$ cat config.mk
export PLATFORM = sky130hd
export DESIGN_NAME = ball_move_ctrl
export DESIGN_NICKNAME = d
export VERILOG_FILES = /design/src/rtl/ball_pkg.sv /design/src/rtl/key_dir_arb.sv /design/src/rtl/ball_move_ctrl.sv
export SDC_FILE = /design/constraint.sdc
export NUM_CORES = 1
export LEC_CHECK = 0
export ABC_AREA = 1
export CAP_MARGIN = 20
export CORE_AREA = 2 2 90 92
export DETAILED_ROUTE_END_ITERATION = 12
export DIE_AREA = 0 0 92 94
export GPL_TIMING_DRIVEN = 0
export PLACE_DENSITY_LB_ADDON = 0.15
export SETUP_SLACK_MARGIN = 0.3
export SYNTH_ARGS = -nofsm -noshare
export SYNTH_HDL_FRONTEND = slang
export SYNTH_SLANG_ARGS = --single-unit
$ cat constraint.sdc
create_clock -name Clk -period 2.3 [get_ports Clk]
set_input_delay 0.345 -clock Clk [delete_from_list [all_inputs] [get_ports Clk]]
set_output_delay 0.345 -clock Clk [all_outputs]
set_load 0.02 [all_outputs]
$ cat src/rtl/ball_pkg.sv
// Shared definitions for the ball movement controller: USB keycodes, direction
// and state encodings, the speed-to-period table and the motion step decode.
package ball_pkg;

  localparam logic [7:0] KEY_W   = 8'h1A;
  localparam logic [7:0] KEY_S   = 8'h16;
  localparam logic [7:0] KEY_A   = 8'h04;
  localparam logic [7:0] KEY_D   = 8'h07;
  localparam logic [7:0] KEY_ESC = 8'h29;

  localparam logic [9:0] X_MIN = 10'd0;
  localparam logic [9:0] Y_MIN = 10'd0;

  localparam logic [9:0] MOTION_POS = 10'h001;
  localparam logic [9:0] MOTION_NEG = 10'h3FF;

  localparam int CNT_W = 3;
  localparam logic [1:0] SPEED_PAUSE = 2'b11;

  typedef enum logic [1:0] {
    DIR_UP    = 2'b00,
    DIR_DOWN  = 2'b01,
    DIR_LEFT  = 2'b10,
    DIR_RIGHT = 2'b11
  } dir_e;

  typedef enum logic [1:0] {
    S_IDLE  = 2'b00,
    S_WAIT  = 2'b01,
    S_EVAL  = 2'b10,
    S_ISSUE = 2'b11
  } state_e;

  typedef struct packed {
    logic valid;
    dir_e dir;
  } key_dec_t;

  typedef struct packed {
    logic [9:0] x;
    logic [9:0] y;
  } motion_t;

  // Frames per move; the paused setting loads 0 and the FSM holds while paused.
  function automatic logic [CNT_W-1:0] speed_period(input logic [1:0] speed);
    case (speed)
      2'b00:   return CNT_W'(4);
      2'b01:   return CNT_W'(2);
      2'b10:   return CNT_W'(1);
      default: return CNT_W'(0);
    endcase
  endfunction

  function automatic key_dec_t decode_key(input logic [7:0] code);
    key_dec_t d;
    d.valid = 1'b1;
    d.dir   = DIR_UP;
    case (code)
      KEY_W:   d.dir = DIR_UP;
      KEY_S:   d.dir = DIR_DOWN;
      KEY_A:   d.dir = DIR_LEFT;
      KEY_D:   d.dir = DIR_RIGHT;
      default: d.valid = 1'b0;
    endcase
    return d;
  endfunction

  // Up<->down and left<->right differ only in the low bit.
  function automatic dir_e reverse_dir(input dir_e d);
    return dir_e'({d[1], ~d[0]});
  endfunction

  function automatic motion_t dir_motion(input dir_e d);
    motion_t m;
    m.x = '0;
    m.y = '0;
    case (d)
      DIR_UP:    m.y = MOTION_NEG;
      DIR_DOWN:  m.y = MOTION_POS;
      DIR_LEFT:  m.x = MOTION_NEG;
      DIR_RIGHT: m.x = MOTION_POS;
      default:   m.x = '0;
    endcase
    return m;
  endfunction

endpackage

$ cat src/rtl/key_dir_arb.sv
// Turns the four keyboard report slots into a direction request: keeps the
// held set from the previous accepted tick and arbitrates new presses by slot.
module key_dir_arb
  import ball_pkg::*;
(
  input  logic       Clk,
  input  logic       Reset,
  input  logic       sample,
  input  logic [7:0] keycode0,
  input  logic [7:0] keycode1,
  input  logic [7:0] keycode2,
  input  logic [7:0] keycode3,
  input  dir_e       cur_dir,
  output dir_e       next_dir,
  output logic       valid,
  output logic       stop,
  output logic       any_held
);

  logic [7:0] codes [4];
  key_dec_t   dec   [4];
  logic [3:0] held_q;
  logic [3:0] held_now;
  logic       new_found;
  dir_e       new_dir;
  logic       held_found;
  dir_e       first_dir;

  assign codes = '{keycode0, keycode1, keycode2, keycode3};

  for (genvar i = 0; i < 4; i++) begin : g_dec
    assign dec[i] = decode_key(codes[i]);
  end

  // NOTE: every variable gets a default before the loop so no latch is inferred.
  always_comb begin
    held_now   = '0;
    stop       = 1'b0;
    new_found  = 1'b0;
    new_dir    = DIR_UP;
    held_found = 1'b0;
    first_dir  = DIR_UP;
    for (int i = 0; i < 4; i++) begin
      if (codes[i] == KEY_ESC) stop = 1'b1;
      if (dec[i].valid) begin
        held_now[dec[i].dir] = 1'b1;
        if (!held_found) begin
          held_found = 1'b1;
          first_dir  = dec[i].dir;
        end
        if (!new_found && !held_q[dec[i].dir]) begin
          new_found = 1'b1;
          new_dir   = dec[i].dir;
        end
      end
    end
  end

  // A change is requested on a fresh press, or when the current key was let go.
  assign any_held = held_found;
  assign valid    = new_found || (held_found && !held_now[cur_dir]);
  assign next_dir = new_found ? new_dir : first_dir;

  // NOTE: sequential state uses non-blocking assignments only.
  always_ff @(posedge Clk) begin
    if (Reset) begin
      held_q <= '0;
    end else if (sample) begin
      held_q <= held_now;
    end
  end

endmodule

$ cat src/rtl/ball_move_ctrl.sv
// Frame-paced movement controller: picks a direction from the keyboard, waits
// the speed period in frames, bounces at the screen edges and issues one step.
module ball_move_ctrl
  import ball_pkg::*;
#(
  parameter int Y_MAX = 479,
  parameter int X_MAX = 639
) (
  input  logic       Clk,
  input  logic       Reset,
  input  logic       frame_tick,
  input  logic [7:0] keycode0,
  input  logic [7:0] keycode1,
  input  logic [7:0] keycode2,
  input  logic [7:0] keycode3,
  input  logic [1:0] speed,
  input  logic [9:0] BallX,
  input  logic [9:0] BallY,
  input  logic [9:0] BallS,
  output logic [9:0] MotionX,
  output logic [9:0] MotionY,
  output logic       move_en,
  output logic [1:0] dir,
  output logic       active
);

  localparam logic [10:0] X_LIM = 11'(X_MAX);
  localparam logic [10:0] Y_LIM = 11'(Y_MAX);

  state_e           state;
  dir_e             dir_q;
  logic [CNT_W-1:0] cnt;
  logic             move_q;

  logic    sample;
  dir_e    arb_dir;
  logic    arb_valid;
  logic    arb_stop;
  logic    arb_any;
  dir_e    tick_dir;
  logic    hit;
  dir_e    eval_dir;
  motion_t eval_mot;
  logic [10:0] sum_x;
  logic [10:0] sum_y;

  // Ticks landing in EVAL or ISSUE are dropped entirely, including key sampling.
  assign sample = frame_tick && (state == S_IDLE || state == S_WAIT);

  key_dir_arb u_arb (
    .Clk      (Clk),
    .Reset    (Reset),
    .sample   (sample),
    .keycode0 (keycode0),
    .keycode1 (keycode1),
    .keycode2 (keycode2),
    .keycode3 (keycode3),
    .cur_dir  (dir_q),
    .next_dir (arb_dir),
    .valid    (arb_valid),
    .stop     (arb_stop),
    .any_held (arb_any)
  );

  assign tick_dir = arb_valid ? arb_dir : dir_q;

  assign sum_x = {1'b0, BallX} + {1'b0, BallS};
  assign sum_y = {1'b0, BallY} + {1'b0, BallS};

  always_comb begin
    hit = 1'b0;
    case (dir_q)
      DIR_UP:    hit = ({1'b0, BallY} <= {1'b0, BallS} + {1'b0, Y_MIN});
      DIR_DOWN:  hit = (sum_y >= Y_LIM);
      DIR_LEFT:  hit = ({1'b0, BallX} <= {1'b0, BallS} + {1'b0, X_MIN});
      DIR_RIGHT: hit = (sum_x >= X_LIM);
      default:   hit = 1'b0;
    endcase
  end

  assign eval_dir = hit ? reverse_dir(dir_q) : dir_q;
  assign eval_mot = dir_motion(eval_dir);

  always_ff @(posedge Clk) begin
    if (Reset) begin
      state   <= S_IDLE;
      dir_q   <= DIR_UP;
      cnt     <= '0;
      move_q  <= 1'b0;
      MotionX <= '0;
      MotionY <= '0;
    end else begin
      move_q <= 1'b0;
      case (state)
        S_IDLE: begin
          if (frame_tick && !arb_stop && arb_any) begin
            dir_q <= tick_dir;
            cnt   <= speed_period(speed);
            state <= S_WAIT;
          end
        end
        S_WAIT: begin
          if (frame_tick) begin
            if (arb_stop) begin
              state   <= S_IDLE;
              MotionX <= '0;
              MotionY <= '0;
            end else begin
              dir_q <= tick_dir;
              if (speed != SPEED_PAUSE) begin
                if (cnt <= CNT_W'(1)) begin
                  cnt   <= '0;
                  state <= S_EVAL;
                end else begin
                  cnt <= cnt - 1'b1;
                end
              end
            end
          end
        end
        S_EVAL: begin
          dir_q   <= eval_dir;
          MotionX <= eval_mot.x;
          MotionY <= eval_mot.y;
          move_q  <= 1'b1;
          state   <= S_ISSUE;
        end
        S_ISSUE: begin
          cnt   <= speed_period(speed);
          state <= S_WAIT;
        end
        default: state <= S_IDLE;
      endcase
    end
  end

  // Reset asserted during ISSUE also cancels the pulse already on the output.
  assign move_en = move_q && !Reset;
  assign dir     = dir_q;
  assign active  = (state != S_IDLE);

endmodule

==> run metrics, run 1 <==
Syn Nets 800; Finished Layout Cells 890; register area 320 µm²; RePlAce Congestion approximately 0.95; skew final 0.00315 ns; maximum root-to-sink buffer count 2; Buffers on Ports 89; Netlist Area Pre-Place slightly below 4000 µm²; R2R Setup Slk about 0.43 ns; largest net degree at the start of global routing 11; crit path kind in2reg; first-pass GRT wire length around 19000 µm; number of flops mapped to enable cells by yosys 0; r2r endpoint MotionX[8]$_SDFFE_PP0P_; fraction of layout cells with a size suffix above 1 between 20% and 30%; Comb pwr share 69.8%; crit path time final between 2 and 2.5 ns; Std-Cell Rows 32; TritonCTS Buffers 3; Main synth FF type dfxtp_1; Synth Warn # 0; post-DR wirelength/cell 13.3 µm; Post-Synth Adder-Cell Area roughly 16%; # setup viols final 0; fraction of registers with async set/reset 0%; register area share after synthesis between 8 and 9%; Slew Viols, Final 0; RR Startpoint dir[1]$_SDFFE_PP0P_; Worst EP required about 2.5 ns; Total GRT Usage a little over a quarter; clock latency on the worst-skew pair 0.25 ns; CTS HTree Levels 1; leakage power 3.00 nW; Via density around 5.3; # IOs 91; # fillers between 600 and 700; f_max 487 MHz; Synth area leaders nand2_1 16%, ha_1 15%, inv_1 12%; Tcrit/Tclk final slightly below 90%; most frequent cells in the layout 143 x nand2_1, 106 x inv_1, 62 x nor2_1; Gate Count Post-Synth slightly below 700; WL final ~12000 µm; DRT Pass-1 Iters 5; Worst R2R Path Depth 9; ANT cells 0; initial antenna violation count 0; number of global-route vias before repair between 4000 and 5000; Cells after DPL just under 900; post-synth top area cell nand2_1; post-synth top area share about 16%; number of nets in the layout 906; outcome complete, no violations; Reg power frac roughly a fifth; Remaining DRCs 0; hold path cells 2; HP Class in2reg; max_slew headroom between 70% and 80%; vias between 4000 and 5000; TritonCTS clock tree built; Power Density 393 nW/µm²; DR iter-0 viols roughly 190; type of origin of the critical path input port; Hold Vio Cnt, Final 0; Data arrival, critical path around 2.2 ns; Hold Buf Count CTS 0; simple-gate portion of the synthesized area a little under half; core area ~7600 µm²; post-synthesis compound-gate area fraction 12.3%; CP Capture Point dir[0]$_SDFFE_PP0P_; Die X around 92 µm; Psw between 1 and 1.5 mW; IR drop worst, VDD between 200 and 250 µV; root buf cell clkbuf_8; ANT nets after route 0; Die Y ~94 µm; max cap viols 0; Netlist cell types 44; Post-Syn Area per Cell 5.67 µm²; commonest non-fill, non-tap cell in the layout nand2_1; Worst setup startpoint BallY[9]; Switching Share roughly 51%; Initial Util ~51%; multi-input logic area 3460 µm²; pre-CTS setup slack -0.597 ns; unrepaired setup endpoints after global routing true; Max FO, Critical Path 4; Tightest Pin Transition between 0.3 and 0.4 ns; mux contribution to synthesized area 0%; largest family of logic cells by synthesized area simple AND/OR/NAND/NOR gates; clk sinks 16; Clock transition at path regs ~0.060 ns; hpwl dp between 9000 and 10000 µm; Area Growth Syn to Fin 44.7%; Yosys reg bits 16; Int Pwr between 1 and 1.5 mW; Setup WS post-layout 0.245 ns; DIE AREA 8650 µm²; Critical Path Sink Type flop; GRT overflow 0; Hold Startpoint Reset; clock group share of total power approximately 9.7%; Synth Area in XOR/XNOR less than 1%
-- synthesized netlist by cell type (5+ instances only) --
cell type,instances
nor2_2,9
ha_1,47
inv_1,125
dfxtp_1,16
nor2_4,5
nand3_1,60
o21ai_0,22
buf_4,16
nand3_2,8
inv_2,9
nor3_1,18
nand2_2,9
nand2_1,163
nand4_1,18
nand3b_1,6
nor2_1,77
a21oi_1,35
-- state kept, by name, indices dropped and copies added (netlist names) --
name	count
dir	2
MotionY	2
MotionX	2
cnt	3
u_arb.held_q	4
move_q	1
state	2
-- cell type report --
type                    count  area share (%)
flip-flops and latches     16            5.71
repair buffers            101            18.2
clock buffers               3           0.736
plain buffers              17            2.23
well taps                 102            2.27
multi-input cells         516            61.8
inverters                 135            9.12
-- kinds of logic (layout without fill, tap and decap cells) --
group	Yosys count	in the layout
compound gates	82	82
xor+xnor	3	3
fa+ha+maj	49	49
buf+inv	152	256
flops	16	16
simple gates	382	382
-- routing by layer --
metal	up-vias	global-route usage [%]	share of wire [%]	routed length (µm)
met2	169	47.5	49	5850
met3	20	2.17	5.2	622
met5	-	0	0	0
met4	0	7.34	1.9	223
met1	2121	33.8	44	5180
li1	2394	-	-	-
-- critical path, stage by stage --
cell,delay (ns)
clkdlybuf4s50_1,0.49
ha_4,0.32
nand2_1,0.07
inv_1,0.08
nand4_1,0.12
nor2_1,0.16
o211ai_1,0.16
nand3_1,0.17
nand2_1,0.07
nand2_1,0.05
nand3_1,0.07
nand2_1,0.06
inv_1,0.03
-- worst min path at each step --
stage	to
after floorplan	cnt[2]$_SDFFE_PP0P_
after global placement	MotionY[0]$_SDFFE_PP0P_
after detailed placement	MotionY[0]$_SDFFE_PP0P_
after CTS	MotionX[8]$_SDFFE_PP0P_
after global routing	MotionY[8]$_SDFFE_PP0P_
final	MotionY[8]$_SDFFE_PP0P_
-- through the flow --
stage | hold slack, ns | area, µm² | setup TNS, ns | total power [mW] | utilization [%]
after floorplan | 0.450 | 3880 | 0 | 1.38 | -
after global placement | 0.453 | 4900 | -1.52 | 1.78 | 64.4
after detailed placement | 0.468 | 4900 | -1.59 | 1.82 | 64.4
after CTS | 0.381 | 5210 | 0 | 2.10 | 68.5
after global routing | 0.390 | 5610 | 0 | 2.41 | 73.8
final | 0.378 | 5610 | 0 | 2.20 | 73.8
-- power by group through the flow --
stage | registers [mW] | logic (mW) | clock network (mW)
CTS | 0.446 | 1.44 | 0.215
floorplan | 0.427 | 0.956 | 0
global route | 0.461 | 1.72 | 0.231
finish | 0.451 | 1.54 | 0.214
global placement | 0.446 | 1.33 | 0
detailed placement | 0.448 | 1.37 | 0
-- repair_timing --
action                                  in CTS  in global routing
pin swaps                                   27                 57
endpoints found under the hold margin        0                  0
resized for setup                          110                117
setup buffers                                3                  9
endpoints found under the setup margin       8                 14
gates cloned                                 0                  0
Power figures use the tool's default switching activity.
==> run 2, diff against run 1 <==
PLACE_DENSITY = 0.81   (was unset)
PLACE_DENSITY_LB_ADDON = unset   (was 0.15)
==> run metrics, run 2 (synthesis results as in run 1) <==
commonest non-fill, non-tap cell in the layout nand2_1; root buf cell clkbuf_8; DR iter-0 viols 190; Comb pwr share 70.3%; Cells after DPL around 900; IR drop worst, VDD between 200 and 250 µV; type of origin of the critical path input port; # fillers slightly below 600; # IOs around 90; number of global-route vias before repair between 4000 and 5000; core area between 7000 and 8000 µm²; number of nets in the layout between 900 and 1000; largest registers u_arb.held_q x4, cnt x3; Slew Viols, Final 0; Power Density 389 nW/µm²; max_slew headroom 73.8%; Worst R2R Path Depth 9; # setup viols final 0; largest net degree at the start of global routing 11; Critical Path Max Stage Delay approximately 0.48 ns; TritonCTS clock tree built; maximum root-to-sink buffer count 2; post-DR wirelength/cell around 14 µm; Largest register FFs 4; HP Class in2reg; most frequent cells in the layout 142 x nand2_1, 99 x inv_1, 61 x nor2_1; placed standard-cell area between 4000 and 5000 µm²; Finished Layout Cells about 900; crit path buf inv count 4; Die Y 94 µm; Via density about 5.3; Fin Hold WS approximately 0.36 ns; Buffers on Ports about 90; pre-CTS setup slack -0.585 ns; first-pass GRT wire length around 19000 µm; Initial Util 51.0%; Critical Path Stages 14; Pwr Total roughly 2.2 mW; ANT cells 0; Final TNS setup 0 ns; Remaining DRCs 0; Area Growth Syn to Fin 49.1%; hpwl dp 9120 µm; Post-Route Utilization between 70% and 80%; Std-Cell Rows 32; CTS HTree Levels 1; Die X roughly 92 µm; CP delay by family, top buffers and inverters; critical path's most frequent cell nand2_1; Reg power frac around a fifth; outcome complete, no violations; final standard cell area without fillers 5780 µm²; vias 4794; Top reg by flops u_arb.held_q; Int Pwr roughly 1.1 mW; Clock transition at path regs about 0.07 ns; Tightest Pin Transition ~0.39 ns; RePlAce Congestion approximately 0.94; Tcrit/Tclk final 93.5%; Switching Share between 50% and 60%; Total GRT Usage 26.6%; WL final approximately 13000 µm; Hold Vio Cnt, Final 0; DRT Pass-1 Iters 5; skew final 0.000993 ns; initial antenna violation count 0; Critical Path Sink Type flop; DIE AREA approximately 8600 µm²; Data arrival, critical path between 2 and 2.5 ns; crit path time final approximately 2.1 ns; max cap viols 0; hold path cells 2; Psw roughly 1.1 mW; ANT nets after route 0; worst-path cell chain clkdlybuf4s50_1 -> ha_4 -> nand2_1 -> inv_1 -> nand4_1 -> buf_4 -> nor2_2 -> o211ai_1 -> nand3_2 -> nand2_1 -> nand2_1 -> nand3_1 -> nand2_1 -> inv_1; TritonCTS Buffers 3; clk sinks 16; f_max approximately 470 MHz; leakage power 3.06 nW; GRT overflow 0; Max FO, Critical Path 4; Hold Buf Count CTS 0; crit path kind in2reg; Worst EP required between 2 and 2.5 ns; fraction of layout cells with a size suffix above 1 between 20% and 30%; unrepaired setup endpoints after global routing true; Setup WS post-layout ~0.15 ns; Crit-path slowest cell clkdlybuf4s50_1; clock latency on the worst-skew pair 0.25 ns; clock group share of total power under 10%
run 2: power groups by stage:
stage / logic [mW] / registers [mW] / clock network [mW]
4_1_cts: 1.45 / 0.444 / 0.213
5_1_grt: 1.77 / 0.456 / 0.235
3_5_place_dp: 1.37 / 0.447 / 0
3_3_place_gp: 1.33 / 0.447 / 0
6_report: 1.58 / 0.450 / 0.218
2_1_floorplan: 0.956 / 0.427 / 0
run 2: area by class of cell:
cell class                 instances  area [µm²]  area share (%)
multi-input combinational        516        3550            61.4
buffer                            17         125            2.16
tap                              102         128            2.21
clock buffer                       3        41.3           0.714
timing repair buffer             112        1110            19.2
sequential                        16         320            5.54
inverter                         135         510            8.83
run 2: final timing paths:
| check | startpoint | to | slack [ns] |
|---|---|---|---|
| worst max-delay path | BallY[9] | dir[0]$_SDFFE_PP0P_ | 0.15 |
| worst min-delay path | Reset | MotionY[8]$_SDFFE_PP0P_ | 0.36 |
| worst min register to register | MotionY[0]$_SDFFE_PP0P_ | MotionY[0]$_SDFFE_PP0P_ | 0.47 |
| worst max register to register | dir[1]$_SDFFE_PP0P_ | MotionX[8]$_SDFFE_PP0P_ | 0.47 |
run 2: per-layer routing:
layer  global-route usage [%]  part of all wire, %  vias up  wire, µm
li1                         -                    -     2415         -
met1                     32.7                   42     2179      5250
met2                     50.4                   51      166      6490
met3                     2.09                  4.7       34       591
met4                     6.09                  2.2        0       283
met5                        0                    0        -         0
run 2: worst reg2reg max path, stage by stage (launching register included):
cell     delay [ns]
dfxtp_1        0.56
inv_1          0.23
a211o_1        0.30
a31oi_1        0.13
nand2_1        0.10
nand2_1        0.08
nand2_2        0.07
buf_4          0.14
nand3_2        0.04
a21oi_1        0.06
run 2: repair_timing:
action | 4_1_cts | 5_1_grt
buffers inserted | 4 | 19
endpoints found under the setup margin | 8 | 12
pin swaps | 24 | 58
gates resized for setup | 119 | 134
